`src/rtl/zynq_pkg.sv`:
```
// rtl/zynq_pkg.sv - shared widths, command layout and state encoding for the bsg_tag transmitter
package zynq_pkg;

    function automatic int safe_clog2(input int n);
        return (n <= 1) ? 1 : $clog2(n);
    endfunction

    localparam int tag_els_gp               = 16;
    localparam int tag_max_payload_width_gp = 1;
    localparam int tag_lg_els_gp            = safe_clog2(tag_els_gp);
    localparam int tag_lg_width_gp          = safe_clog2(tag_max_payload_width_gp + 1);

    typedef struct packed {
        logic                                master_reset;
        logic [tag_lg_els_gp-1:0]            node_id;
        logic                                data_not_reset;
        logic [tag_lg_width_gp-1:0]          len;
        logic [tag_max_payload_width_gp-1:0] payload;
    } zynq_tag_cmd_s;

    typedef enum logic [2:0] {
        ST_IDLE,
        ST_RST_ONES,
        ST_START,
        ST_LEN,
        ST_DNR,
        ST_ID,
        ST_PAYLOAD,
        ST_GAP
    } zynq_tag_state_e;

endpackage

```
`src/rtl/zynq_tag_tx.sv`:
```
// rtl/zynq_tag_tx.sv - serialises one tag command per handshake onto the bsg_tag data line
module zynq_tag_tx
    import zynq_pkg::*;
#(
    parameter int tag_els_p               = tag_els_gp,
    parameter int tag_max_payload_width_p = tag_max_payload_width_gp,
    parameter int gap_p                   = 2,
    parameter int reset_ones_p            = 32,
    localparam int lg_els                 = safe_clog2(tag_els_p),
    localparam int lg_width               = safe_clog2(tag_max_payload_width_p + 1)
) (
    input  logic                               aclk,
    input  logic                               aresetn,
    input  logic                               v_i,
    output logic                               ready_and_o,
    input  logic                               master_reset_i,
    input  logic [lg_els-1:0]                  node_id_i,
    input  logic                               data_not_reset_i,
    input  logic [lg_width-1:0]                len_i,
    input  logic [tag_max_payload_width_p-1:0] payload_i,
    output logic                               tag_data_o,
    output logic                               busy_o
);

    localparam int m0      = (lg_width > lg_els) ? lg_width : lg_els;
    localparam int m1      = (m0 > tag_max_payload_width_p) ? m0 : tag_max_payload_width_p;
    localparam int m2      = (m1 > reset_ones_p) ? m1 : reset_ones_p;
    localparam int cnt_max = (m2 > gap_p) ? m2 : gap_p;
    localparam int cnt_w   = safe_clog2(cnt_max);
    localparam int sh_w    = m1;
    localparam int id_w    = tag_lg_els_gp;
    localparam int len_w   = tag_lg_width_gp;
    localparam int pay_w   = tag_max_payload_width_gp;

    zynq_tag_state_e   state_q, state_d;
    logic [cnt_w-1:0]  cnt_q, cnt_d;
    logic [sh_w-1:0]   sh_q, sh_d;
    logic              tag_q, tag_d;
    zynq_tag_cmd_s     cmd_q, cmd_d;
    logic              to_gap;
    logic [lg_width-1:0] len_sat;

    always_comb begin
        len_sat = (32'(len_i) > 32'(tag_max_payload_width_p))
                ? lg_width'(tag_max_payload_width_p) : len_i;
    end

    // tag_d is the bit for the cycle after this edge, so every state entry
    // also loads its first output bit and the remaining bits into sh_q.
    always_comb begin
        state_d = state_q;
        cnt_d   = cnt_q;
        sh_d    = sh_q;
        tag_d   = 1'b0;
        cmd_d   = cmd_q;
        to_gap  = 1'b0;
        unique case (state_q)
            ST_IDLE: begin
                if (v_i) begin
                    cmd_d.master_reset   = master_reset_i;
                    cmd_d.node_id        = id_w'(node_id_i);
                    cmd_d.data_not_reset = data_not_reset_i;
                    cmd_d.len            = len_w'(len_sat);
                    cmd_d.payload        = pay_w'(payload_i);
                    tag_d                = 1'b1;
                    if (master_reset_i) begin
                        state_d = ST_RST_ONES;
                        cnt_d   = cnt_w'(reset_ones_p - 1);
                    end else begin
                        state_d = ST_START;
                        cnt_d   = '0;
                    end
                end
            end
            ST_RST_ONES: begin
                if (cnt_q != '0) begin
                    cnt_d = cnt_q - cnt_w'(1);
                    tag_d = cmd_q.master_reset;
                end else begin
                    to_gap = 1'b1;
                end
            end
            ST_START: begin
                state_d = ST_LEN;
                cnt_d   = cnt_w'(lg_width - 1);
                tag_d   = cmd_q.len[0];
                sh_d    = sh_w'(cmd_q.len) >> 1;
            end
            ST_LEN: begin
                if (cnt_q != '0) begin
                    cnt_d = cnt_q - cnt_w'(1);
                    tag_d = sh_q[0];
                    sh_d  = sh_q >> 1;
                end else begin
                    state_d = ST_DNR;
                    tag_d   = cmd_q.data_not_reset;
                end
            end
            ST_DNR: begin
                state_d = ST_ID;
                cnt_d   = cnt_w'(lg_els - 1);
                tag_d   = cmd_q.node_id[0];
                sh_d    = sh_w'(cmd_q.node_id) >> 1;
            end
            ST_ID: begin
                if (cnt_q != '0) begin
                    cnt_d = cnt_q - cnt_w'(1);
                    tag_d = sh_q[0];
                    sh_d  = sh_q >> 1;
                end else if (cmd_q.len != '0) begin
                    state_d = ST_PAYLOAD;
                    cnt_d   = cnt_w'(cmd_q.len) - cnt_w'(1);
                    tag_d   = cmd_q.payload[0];
                    sh_d    = sh_w'(cmd_q.payload) >> 1;
                end else begin
                    to_gap = 1'b1;
                end
            end
            ST_PAYLOAD: begin
                if (cnt_q != '0) begin
                    cnt_d = cnt_q - cnt_w'(1);
                    tag_d = sh_q[0];
                    sh_d  = sh_q >> 1;
                end else begin
                    to_gap = 1'b1;
                end
            end
            ST_GAP: begin
                if (cnt_q != '0) begin
                    cnt_d = cnt_q - cnt_w'(1);
                end else begin
                    state_d = ST_IDLE;
                end
            end
            default: begin
                state_d = ST_IDLE;
            end
        endcase

        if (to_gap) begin
            if (gap_p > 0) begin
                state_d = ST_GAP;
                cnt_d   = cnt_w'(gap_p - 1);
            end else begin
                state_d = ST_IDLE;
                cnt_d   = '0;
            end
        end
    end

    always_ff @(posedge aclk or negedge aresetn) begin
        if (!aresetn) begin
            state_q <= ST_IDLE;
            cnt_q   <= '0;
            sh_q    <= '0;
            tag_q   <= 1'b0;
            cmd_q   <= '0;
        end else begin
            state_q <= state_d;
            cnt_q   <= cnt_d;
            sh_q    <= sh_d;
            tag_q   <= tag_d;
            cmd_q   <= cmd_d;
        end
    end

    assign tag_data_o  = tag_q;
    assign ready_and_o = (state_q == ST_IDLE);
    assign busy_o      = (state_q != ST_IDLE);

endmodule

```
`config.mk`:
```
export PLATFORM = sky130hd
export DESIGN_NAME = zynq_tag_tx
export DESIGN_NICKNAME = d
export VERILOG_FILES = /design/src/rtl/zynq_pkg.sv /design/src/rtl/zynq_tag_tx.sv
export SDC_FILE = /design/constraint.sdc
export NUM_CORES = 1
export LEC_CHECK = 0
export CAP_MARGIN = 20
export CORE_MARGIN = 8
export CORE_UTILIZATION = 55
export DETAILED_ROUTE_END_ITERATION = 10
export MAX_ROUTING_LAYER = met4
export PLACE_DENSITY = 0.75
export SLEW_MARGIN = 30
export SYNTH_ARGS = -nofsm -noshare
export SYNTH_HDL_FRONTEND = slang
export SYNTH_SLANG_ARGS = --single-unit
```
`constraint.sdc`:
```
create_clock -name aclk -period 2.2 [get_ports aclk]
set_input_delay 0.22 -clock aclk [delete_from_list [all_inputs] [get_ports aclk]]
set_output_delay 0.22 -clock aclk [all_outputs]
set_load 0.02 [all_outputs]
```
=== Word-level counts from Yosys, hierarchy flattened ===
Index checks and enable logic that the tools add are counted.

* Register bits: 21
* Latch bits: 0
* RAM bits: 0
* ROM bits: 0
* Logic and storage cells: 69
* Memories: 0

* Add/sub/neg operators: 2
* $mul: 0
* Divide/modulo/power cells: 0
* Order comparisons: 0
* Eq/ne operators: 16
* Shift operators: 0
* Multiplexer cells: 30
* Bitwise gates (word level): 0
* Reductions and logical operators: 12

{| class="wikitable"
|+ Operators by type and width
! cell !! count
|-
| 2-to-1 mux 5 bit || 6
|-
| one-hot mux 5 bit (5 select lines) || 1
|-
| 2-to-1 mux 3 bit || 6
|-
| one-hot mux 3 bit (6 select lines) || 1
|-
| one-hot mux 4 bit (4 select lines) || 1
|-
| != test 3 bit (second input constant) || 5
|-
| equality test 3 bit (second input constant) || 4
|-
| 2-to-1 mux 4 bit || 3
|-
| 2-to-1 mux 1 bit || 9
|-
| one-hot mux 1 bit (7 select lines) || 1
|-
| nonzero test 7 bit || 1
|-
| equality test 3 x 2 -> 1 bit (second input constant) || 2
|-
| AND reduction 3 bit || 2
|-
| AND reduction 6 bit || 1
|-
| nonzero test 5 bit || 1
|-
| subtractor 5 x 1 -> 5 bit (second input constant) || 1
|-
| != test 4 bit (second input constant) || 1
|-
| nonzero test 4 bit || 1
|-
| OR reduction 2 bit || 2
|-
| OR reduction 4 bit || 1
|-
| equality test 3 x 1 -> 1 bit (second input constant) || 1
|-
| logical NOT 3 bit || 1
|-
| != test 3 x 1 -> 1 bit (second input constant) || 1
|-
| != test 3 x 2 -> 1 bit (second input constant) || 1
|-
| 6 further kinds || 6
|}

=== Depth between registers and ports, before layout ===
* Depth in word-level cells: 5
* Mapped depth: 8
* Gate-level depth less buffers: 6

=== Least setup slack after synthesis ===
OpenSTA, ideal clock, no wires.

* Kind: register to register
* Start point: register cnt_q[0]
* End point: register sh_q[0]
* Setup time: 126 ps
* Data arrival time: 1,702 ps
* Path slack: 372 ps
* Stages on the path, launching flop included: 7
* Buffers on the path: 0
* Clock period less this slack: 1,828 ps
* Path through: dfrtp_1 inv_1 ha_1 nor4b_2 maj3_2 a211o_1 a221o_1

* Word-level cells in the longest chain between the ends: 3
* Elaborated cells between the ends (all ways): 6
* Classes of those cells: 2 x eq/ne; 2 x mux; 2 x reduce/logical

{| class="wikitable"
|+ RTL lines
! what !! RTL line !! text
|-
| start: declaration || zynq_tag_tx.sv:36 || <nowiki>logic [cnt_w-1:0] cnt_q, cnt_d;</nowiki>
|-
| start signal: assignment || zynq_tag_tx.sv:160 || <nowiki>cnt_q <= cnt_d;</nowiki>
|-
| nonzero test 5 bit * || zynq_tag_tx.sv:90, zynq_tag_tx.sv:106, zynq_tag_tx.sv:120 ||
|-
| 2-to-1 mux 4 bit (tied with other cells) || zynq_tag_tx.sv:106 || <nowiki>if (cnt_q != '0) begin</nowiki>
|-
| one-hot mux 4 bit (4 select lines) / AND reduction 3 bit (equally long branches) || n/a ||
|-
| end signal: assignment || zynq_tag_tx.sv:155 || <nowiki>sh_q <= '0;</nowiki>
|-
| end signal: assignment || zynq_tag_tx.sv:161 || <nowiki>sh_q <= sh_d;</nowiki>
|-
| end: declaration || zynq_tag_tx.sv:37 || <nowiki>logic [sh_w-1:0] sh_q, sh_d;</nowiki>
|}

Every way passes the cells marked *; elsewhere a longest branch is shown, timed or not.
A chain may end at the register's enable or synchronous reset.

=== Worst setup path after layout ===
* Start point: register cnt_q[0]
* End point: register sh_q[1]

Same word-level chain as after synthesis.

==> reports/results.ini <==
[outcome]
status=completed

[floorplanning]
dieArea_um2=4190
rows=17
coreArea_um2=2230
die_h_um=64.8
die_w_um=64.8
ios=14
start_util=0.585

[power]
leakagePower_nw=0.644
vdd_drop_max_v=0.000827
finalPower_mw=1.96
p_per_area_nw_per_um2=1360

[synthesis]
synth_simple_gate_area_frac=0.186
ys_types=50
yosys_register_bits=20
synth-main-ff-cell=dfrtp_1
syn_avg_cell_area_um2=9.41
synthArstFlopShare=1.00
mappedNetlistArea_um2=1310
yosys-top-cells-area=dfrtp_1 (38%), mux2_1 (5.2%), o21ai_0 (4.2%)
synth_top_family_by_area=compound AO/OA/AOI/OAI gates
synth_mux_area_frac=0.0593
synth_edf_count=0
synth_common_cells=dfrtp_1 (20), nand2_1 (13), o21ai_0 (11), nor2_1 (10), mux2_1 (6)
syn_inst=139
synthXorXnorAreaFrac=0.0201
yosys.area_share.adder=0.0182
ys_warn_count=0
synth_seq_area_share=0.383
yosysMostFrequentCell=dfrtp_1
synth-compound-area-share=0.238
synth.top_cell.area_share=0.383
syn-num-nets=151
yosysTopAreaCell=dfrtp_1

[global_routing]
use_met1=0.200
grt_max_degree=27
antenna_found_initial=0
met2_usage=0.231
grt_pass1_vias=1134
track_usage=0.157
grt_pass1_wl_mm=5.22
grt.met3_usage=0.0344
grt-busiest-layer=met2
overflow=0

[sta]
finalCritPeriodShare=0.914
max_slew_margin=0.732
setup_viol=0
clock.fmax_mhz=497
skew_ps=5.91
finalMaxSlewViolations=0
hold_viol_final=0
tns_ps=0
worst_slack_ps=190
rsz0062_at_grt=false
tightestPinTransition_ps=401
post-route-min-period_ps=2010

[routing]
wl_mm=2.86
final_antenna_net_count=0
drtIter0Drc=68
wire_per_inst_um=16.3
drc_errors=0
dr.pass1.iters=4
vias_per_cell=6.24
vias=1099

[clock_tree]
cts_tree=done
cts_buffers=3
cts.htree.levels=1
post-cts-setup-buffer-count=0
cts.sinks=20
clkTransAtPathRegs_ps=110
clockBufferDepth=2
clk_latency_ps=310
clockRootBuffer=clkbuf_4

[critical_path]
worst-setup-path-type=reg -> reg
critPathRequiredTime_ps=2400
path_max_fanout=4
worst_setup_path_start_kind=flop
critPathArrivalTime_ps=2210
cp-end-kind=flop

[layout]
fill_cells=197
ff_latch_area_um2=500
area_growth_pct=10.1
multi_input_area_um2=682
layout.nets=162
post_route_cells_drive_above_1_share=0.108
antenna_cells=0

[worst_hold_path]
hp-class=in -> async

[place]
portBuffers=13
dp_slack_ps=211
gp_congestion=0.931
dpl.hpwl_mm=2.10

[job]
drv_cap=0

layout by cell type, fill, tap and decap left out, types with 3 or more instances in the layout:
| master | n |
|---|---|
| a21oi_1 | 4 |
| a221o_1 | 4 |
| and3_1 | 4 |
| buf_4 | 6 |
| clkbuf_4 | 3 |
| clkdlybuf4s50_1 | 12 |
| dfrtp_1 | 20 |
| inv_1 | 5 |
| mux2_1 | 6 |
| nand2_1 | 13 |
| nand3_1 | 4 |
| nor2_1 | 10 |
| o21ai_0 | 11 |
through the flow:
stage,cell area [um2],utilization,std cells,hold slack [ps]
after floorplan,1310,-,139,-75.6
after global placement,1420,0.634,173,465
after detailed placement,1420,0.634,173,475
after CTS,1440,0.644,176,238
after global routing,1440,0.645,176,260
final,1440,0.645,176,237
cell families after synthesis:
| group | after synthesis |
|---|---|
| AOI/OAI and AO/OA | 43 |
| xor gates and xnor gates | 3 |
| adders and majority gates | 2 |
| buffers and inverters | 19 |
| DFF | 20 |
| muxes | 7 |
| and+or+nand+nor | 45 |
routing by layer:
metal | vias to the layer above | routed length, um
met5 | - | 0
met1 | 524 | 1320
met2 | 41 | 1320
li1 | 527 | -
met3 | 7 | 166
met4 | 0 | 51
flip-flops by register name (all words and copies together), names as in the netlist:
| register | flops |
|---|---|
| cmd_q | 8 |
| cnt_q | 5 |
| sh_q | 3 |
| state_q | 3 |
| tag_data_o | 1 |
critical path, stage by stage (launching register included):
cell and delay (ps):
dfrtp_1 420, inv_1 90, ha_1 250, nor4b_2 200
maj3_2 320, a211o_1 330, a221o_1 300
final timing paths:
check                                      from                endpoint  slack [ps]  cells past startpoint
setup / recovery           cnt_q[0]$_DFFE_PN0P_     sh_q[1]$_DFFE_PN0P_         190                      6
hold / removal                          aresetn    cnt_q[4]$_DFFE_PN0P_         240                      2
min in group aclk                         len_i    cmd_q[1]$_DFFE_PN0P_         480                      3
max in group asynchronous               aresetn  state_q[0]$_DFFE_PN0P_        1750                      2
setup reg to reg           cnt_q[0]$_DFFE_PN0P_     sh_q[1]$_DFFE_PN0P_         190                      6
hold reg to reg            cmd_q[0]$_DFFE_PN0P_    cmd_q[0]$_DFFE_PN0P_         490                      1
where the power goes:
part,switching (mW),total (mW),internal (mW)
sequential,0.135,0.664,0.529
combinational,0.618,1.12,0.503
clock,0.110,0.174,0.0640
total,0.863,1.96,1.10
cell type report:
type | count | share of cell area
clock buffers | 3 | 0.0156
inverters | 6 | 0.0156
multi-input cells | 100 | 0.474
flip-flops and latches | 20 | 0.348
repair buffers | 19 | 0.123
well taps | 28 | 0.0243
repair_timing:
action                     in CTS  in global routing
resized for setup               0                  1
setup endpoints to repair       0                  1
hold buffers                    0                  0
hold endpoints to repair        0                  0
No activity file was read; power rests on OpenSTA's default activity.
